<file path="config.mk">
export PLATFORM = sky130hd
export DESIGN_NAME = pc_unit
export DESIGN_NICKNAME = d
export VERILOG_FILES = /design/src/rtl/pc_unit.sv
export SDC_FILE = /design/constraint.sdc
export NUM_CORES = 1
export LEC_CHECK = 0
export CAP_MARGIN = 20
export CELL_PAD_IN_SITES_DETAIL_PLACEMENT = 1
export CELL_PAD_IN_SITES_GLOBAL_PLACEMENT = 2
export CORE_ASPECT_RATIO = 1.5
export CORE_MARGIN = 2
export CORE_UTILIZATION = 25
export DETAILED_ROUTE_END_ITERATION = 8
export PLACE_DENSITY_LB_ADDON = 0.1
export SYNTH_ARGS = -nofsm -noshare
export SYNTH_HDL_FRONTEND = slang
export SYNTH_SLANG_ARGS = --single-unit
</file>
<file path="constraint.sdc">
create_clock -name clk -period 2.5 [get_ports clk]
set_input_delay 0.25 -clock clk [delete_from_list [all_inputs] [get_ports clk]]
set_output_delay 0.25 -clock clk [all_outputs]
set_load 0.03 [all_outputs]
</file>
<file path="src/rtl/pc_unit.sv">
// Program counter with jump, relative branch, call/return and an optional
// return-address stack, compiled in when PC_UNIT_RAS_EN is defined.
module pc_unit #(
  parameter int WIDTH     = 32,
  parameter int RESET_VEC = 8,
  parameter int STEP      = 4,
  parameter int RAS_DEPTH = 4
) (
  input  logic             clk,
  input  logic             rst,
  input  logic             we,
  input  logic             jmp,
  input  logic             br,
  input  logic             call,
  input  logic             ret,
  input  logic [WIDTH-1:0] din,
  input  logic [WIDTH-1:0] off,
  output logic [WIDTH-1:0] dout,
  output logic             ras_empty,
  output logic             ras_full,
  output logic             ras_err
);

  localparam logic [WIDTH-1:0] RESET_PC = WIDTH'(RESET_VEC);
  localparam logic [WIDTH-1:0] STEP_W   = WIDTH'(STEP);

  if (RAS_DEPTH < 2 || (RAS_DEPTH & (RAS_DEPTH - 1)) != 0) begin : g_bad_depth
    $error("pc_unit: RAS_DEPTH must be a power of two and at least 2");
  end

  logic [WIDTH-1:0] pc_reg;
  logic [WIDTH-1:0] pc_next;
  logic [WIDTH-1:0] seq_pc;

  assign seq_pc = pc_reg + STEP_W;
  assign dout   = pc_reg;

`ifdef PC_UNIT_RAS_EN
  localparam int PW = $clog2(RAS_DEPTH);
  localparam logic [PW:0] FULL_CNT = (PW + 1)'(RAS_DEPTH);

  // Circular buffer: a push past full simply overwrites the oldest slot.
  logic [WIDTH-1:0] ras_mem [RAS_DEPTH];
  logic [PW-1:0]    top_reg;
  logic [PW-1:0]    wr_ptr;
  logic [PW:0]      cnt_reg;
  logic             err_reg;
  logic             empty_w;
  logic             full_w;
  logic             push;
  logic             pop;
  logic             err_set;

  assign empty_w = (cnt_reg == '0);
  assign full_w  = (cnt_reg == FULL_CNT);
  assign wr_ptr  = top_reg + 1'b1;

  always_comb begin
    pc_next = seq_pc;
    push    = 1'b0;
    pop     = 1'b0;
    err_set = 1'b0;
    if (ret) begin
      if (empty_w) begin
        err_set = 1'b1;
      end else begin
        pc_next = ras_mem[top_reg];
        pop     = 1'b1;
      end
    end else if (call) begin
      pc_next = din;
      push    = 1'b1;
      err_set = full_w;
    end else if (jmp) begin
      pc_next = din;
    end else if (br) begin
      pc_next = pc_reg + off;
    end
  end

  always_ff @(posedge clk or negedge rst) begin
    if (!rst) begin
      top_reg <= '0;
      cnt_reg <= '0;
      err_reg <= 1'b0;
    end else if (we) begin
      if (push) begin
        top_reg <= wr_ptr;
        if (!full_w) cnt_reg <= cnt_reg + 1'b1;
      end else if (pop) begin
        top_reg <= top_reg - 1'b1;
        cnt_reg <= cnt_reg - 1'b1;
      end
      if (err_set) err_reg <= 1'b1;
    end
  end

  // Entry storage is never cleared; it is unreachable while the count is zero.
  always_ff @(posedge clk) begin
    if (rst && we && push) ras_mem[wr_ptr] <= seq_pc;
  end

  assign ras_empty = empty_w;
  assign ras_full  = full_w;
  assign ras_err   = err_reg;
`else
  // Without the stack, call degrades to jump and ret to a sequential advance.
  always_comb begin
    pc_next = seq_pc;
    if (ret) begin
      pc_next = seq_pc;
    end else if (call || jmp) begin
      pc_next = din;
    end else if (br) begin
      pc_next = pc_reg + off;
    end
  end

  assign ras_empty = 1'b1;
  assign ras_full  = 1'b0;
  assign ras_err   = 1'b0;
`endif

  always_ff @(posedge clk or negedge rst) begin
    if (!rst) begin
      pc_reg <= RESET_PC;
    end else if (we) begin
      pc_reg <= pc_next;
    end
  end

endmodule

</file>
# Word-level counts from Yosys, hierarchy flattened
# Index checks and enable logic that the tools add are counted.
dict set report totals {
  reg_bits 32
  inputBits 71
  out_inout_bits 35
}
dict set report op_classes {
  addsub 2
  n_mux 3
  n_reduce_logical 1
}
# operator count
set op_table {}
lappend op_table {{2-to-1 mux 32 bit} 3}
lappend op_table {{adder 32 x 3 -> 32 bit (second input constant)} 1}
lappend op_table {{adder 32 bit} 1}
lappend op_table {{logical OR 1 bit} 1}

# Longest topological paths before layout
dict set report logic_depth {
  ltp_word 4
  ltp_mapped 12
}

# Worst setup path after synthesis
# OpenSTA, ideal clock, no wires.
dict set report synth_timing {
  kind {flip-flop to flip-flop}
  from {register pc_reg[0] (netlist: dout[0])}
  to {register pc_reg[30] (netlist: dout[30])}
  setup_ps 122
  arrival_time_ps 2703
  required_time_ps 2378
  slack_ps -324
  stages_incl_launch_ff 13
  synth_period_minus_slack_ps 2824
  path_cell_list {dfrtp_1 > ha_1 > inv_1 > fa_1 > nor2b_1 > o31a_1 > o21ai_1 > a21oi_1 > a221o_1 > a21oi_1 > o41ai_1 > a2bb2oi_1 > nand2_1}
}
dict set report synth_via {
  elab_chain_len 4
}
# item line
set synth_rtl {}
lappend synth_rtl {{start, declared} 31} ;# logic [WIDTH-1:0] pc_reg;
lappend synth_rtl {{start signal, assigned} 128} ;# pc_reg <= pc_next;
lappend synth_rtl {{adder 32 x 3 -> 32 bit or adder 32 bit (tied branches)} {35, 115}}
lappend synth_rtl {{2-to-1 mux 32 bit} 114} ;# end else if (br) begin
lappend synth_rtl {{2-to-1 mux 32 bit} 112} ;# end else if (call || jmp) begin
lappend synth_rtl {{2-to-1 mux 32 bit *} 110} ;# if (ret) begin
# Every way passes the cells marked *; elsewhere a longest branch is shown, timed or not.
# A chain may end at the register's enable or synchronous reset.

# Worst setup path after layout
dict set report layout_timing {
  from {register pc_reg[3] (netlist: dout[3])}
  to {register pc_reg[31] (netlist: dout[31])}
}
# The elaborated chain is that of the path after synthesis.

==> metrics.txt <==
Synth area leaders=dfrtp_1 (20%), ha_1 (10%), o21ai_0 (6.4%); routed length per instance=19.67 um; met1 GRT Util=25.10%; GRT Util Overall=22.96%; Top FF cell, synth=dfrtp_1; Area growth, synth to finish=74.38%; vias in the first global route=5,716; Worst Setup Start Kind=flip-flop; # rows=56; Num CTS Buffers=5; final period utilization=104.3%; max cap viols=0; chip height=158.3 um; starting DRC count in detailed routing=147; crit path DAT=2780 ps; hold slack=398.5 ps; GRT busiest layer=met2; Slew Viols, Final=0; fmax=383.4 MHz; most numerous cell in the Yosys netlist=nand2_1; Crit Path Max Fanout=4; filler cell count=1,933; met3 Use GR=1.637%; initial antenna violation count=0; maximum VDD drop=0.2676 mV; Placer Congestion=0.8514; worst hold path type=input port to async pin; Routed WL=19,510 um; routed vias/inst=5.305; Post-synth top cells=nand2_1 (61), nor2_1 (52), o21ai_0 (51); first-pass GRT wire length=30,020 um; Post-synth EDFFs=0; min Tclk post-route=2608 ps; worst r2r src=dout[3]; Finished Layout Cells=992; Mapped Cells=541; Hold Vio Cnt, Final=0; Final setup viols=11; share of layout cells above drive strength 1=31.31%; pwr/cell area=631.1 nW/um^2; count of input and output buffers=102; crit path kind=flip-flop to flip-flop; Leak=0.002999 uW; synth unique cells=65; Setup crit start=dout[3]; top cell type's share of synthesized area=19.56%; Syn Std Cell Area=3966 um^2; pre-CTS setup slack=-724.1 ps; clk sink count=32; Worst-Margin Slew=520.8 ps; final net count=892; Yosys Warn Count=0; Post-CTS Hold Fix Bufs=0; final setup margin=-108.0 ps; number of diodes=0; CORE AREA=15,550 um^2; htree depth=2; worst rel slew slack=65.15%; M2 GR Usage=44.22%; clock latency on the worst-skew pair=280 ps; CTS tree=yes; Placed Area=6342 um^2; syn_area_per_cell=7.331 um^2; 1st-pass router iterations=4; Die Area=16,910 um^2; Die W=106.8 um; Synth async-reset ratio=100.0%; Post-DRT Antenna Nets=0; Tot Pwr=4365 uW; Reg clk slew, reported paths=60 ps; Cells after DPL=972; DRC viols=0; failing checks=negative setup slack; Final Cell Area=6917 um^2; Root Buffer=clkbuf_16; initial core utilization=25.50%; footprint of the multi-input gates=3391 um^2; CP Capture Type=flip-flop; RSZ-0062 raised after global routing=yes; sequential cell area=814.5 um^2; status=complete, but fails checks; io pins=106; Synth Register Bits=32; largest net degree at the start of global routing=41; Worst Skew=4.455 ps; number of flip-flops in the largest register=32; grt total ovfl=0; CTS max path bufs=2; Req. time, crit path=2670 ps; Final HPWL DP=15,690 um; routed vias=5,263; Synth area leader=dfrtp_1; sequential area share after synthesis=20.22%
## path summary, 6_finish.rpt
path,endpoint,slack (ps),cells after the start
max reg2reg,dout[31],-110,9
max,dout[31],-110,9
max in group asynchronous,dout[0],1720,2
min reg2reg,dout[14],570,1
min,dout[12],400,2
min in group clk,dout[3],420,3
## report_power, final
part	total (uW)	leakage [uW]	internal [uW]	switching, uW
Combinational	2950	0.00255	1440	1510
Clock	654	0.0000712	398	255
Sequential	763	0.000380	629	134
## metrics by stage
| stage | utilization, % | setup TNS, ps |
|---|---|---|
| after floorplan | - | -221.2 |
| after global placement | 40.77 | -7737 |
| after detailed placement | 40.77 | -8816 |
| after CTS | 42.95 | -654.7 |
| after global routing | 44.47 | -1998 |
| final | 44.47 | -762.2 |
## kinds of logic after synthesis
family	synth area share, %
adders and majority gates	10.60
and+or+nand+nor	24.45
DFF	20.22
xor gates and xnor gates	6.404
muxes	0.5048
buffers and inverters	4.290
AOI/OAI and AO/OA	33.34
other	0.1893
## layout by cell type (no fill, tap or decap), types with 4 or more instances in the layout
cell / instances
dfrtp_1: 21
nor4_1: 6
xnor2_1: 8
o211ai_1: 5
a211oi_2: 4
a22oi_1: 9
o21a_1: 5
and2_1: 6
inv_1: 13
o21ai_1: 8
xnor2_2: 4
clkbuf_16: 5
buf_4: 155
nor2b_1: 5
nand4_1: 7
ha_1: 26
and3_1: 12
o21ai_2: 7
a21oi_1: 32
a21oi_2: 11
o22ai_1: 5
clkdlybuf4s50_1: 99
nand2_1: 58
a22o_1: 8
nor3b_1: 4
nor3_1: 17
o21ai_0: 39
a221oi_1: 4
a31oi_1: 9
a21o_1: 14
nand3_1: 15
ha_4: 5
xor2_1: 14
nor2_1: 52
dfrtp_2: 10
## cell type report
type / count / share of cell area, %
Clock buffer: 8 / 2.116
Sequential cell: 32 / 11.78
Inverter: 15 / 0.8140
Tap cell: 203 / 3.672
Timing Repair Buffer: 262 / 32.60
Multi-Input combinational cell: 472 / 49.02
## critical path, cell delays in order, from the launching register on
cell and delay, ps:
dfstp_2 610, nand3_4 90, or3_4 340, or4_4 450, nor3_4 260, xnor2_2 160
o2111ai_1 120, a221o_1 350, nand2_1 70, nor2_1 40
## routing by layer
layer	wire (um)	share of wire [%]	vias to the layer above
li1	-	-	2532
met3	473	2.4	53
met1	7594	39	2550
met4	931	4.8	0
met2	10510	54	128
met5	0	0	-
## what timing repair did
| item | in CTS | in global routing |
|---|---|---|
| resized for setup | 34 | 46 |
| setup buffers | 10 | 4 |
| pin swaps | 33 | 40 |
| setup endpoints to repair | 20 | 23 |
(Power assumes the default switching activity.)
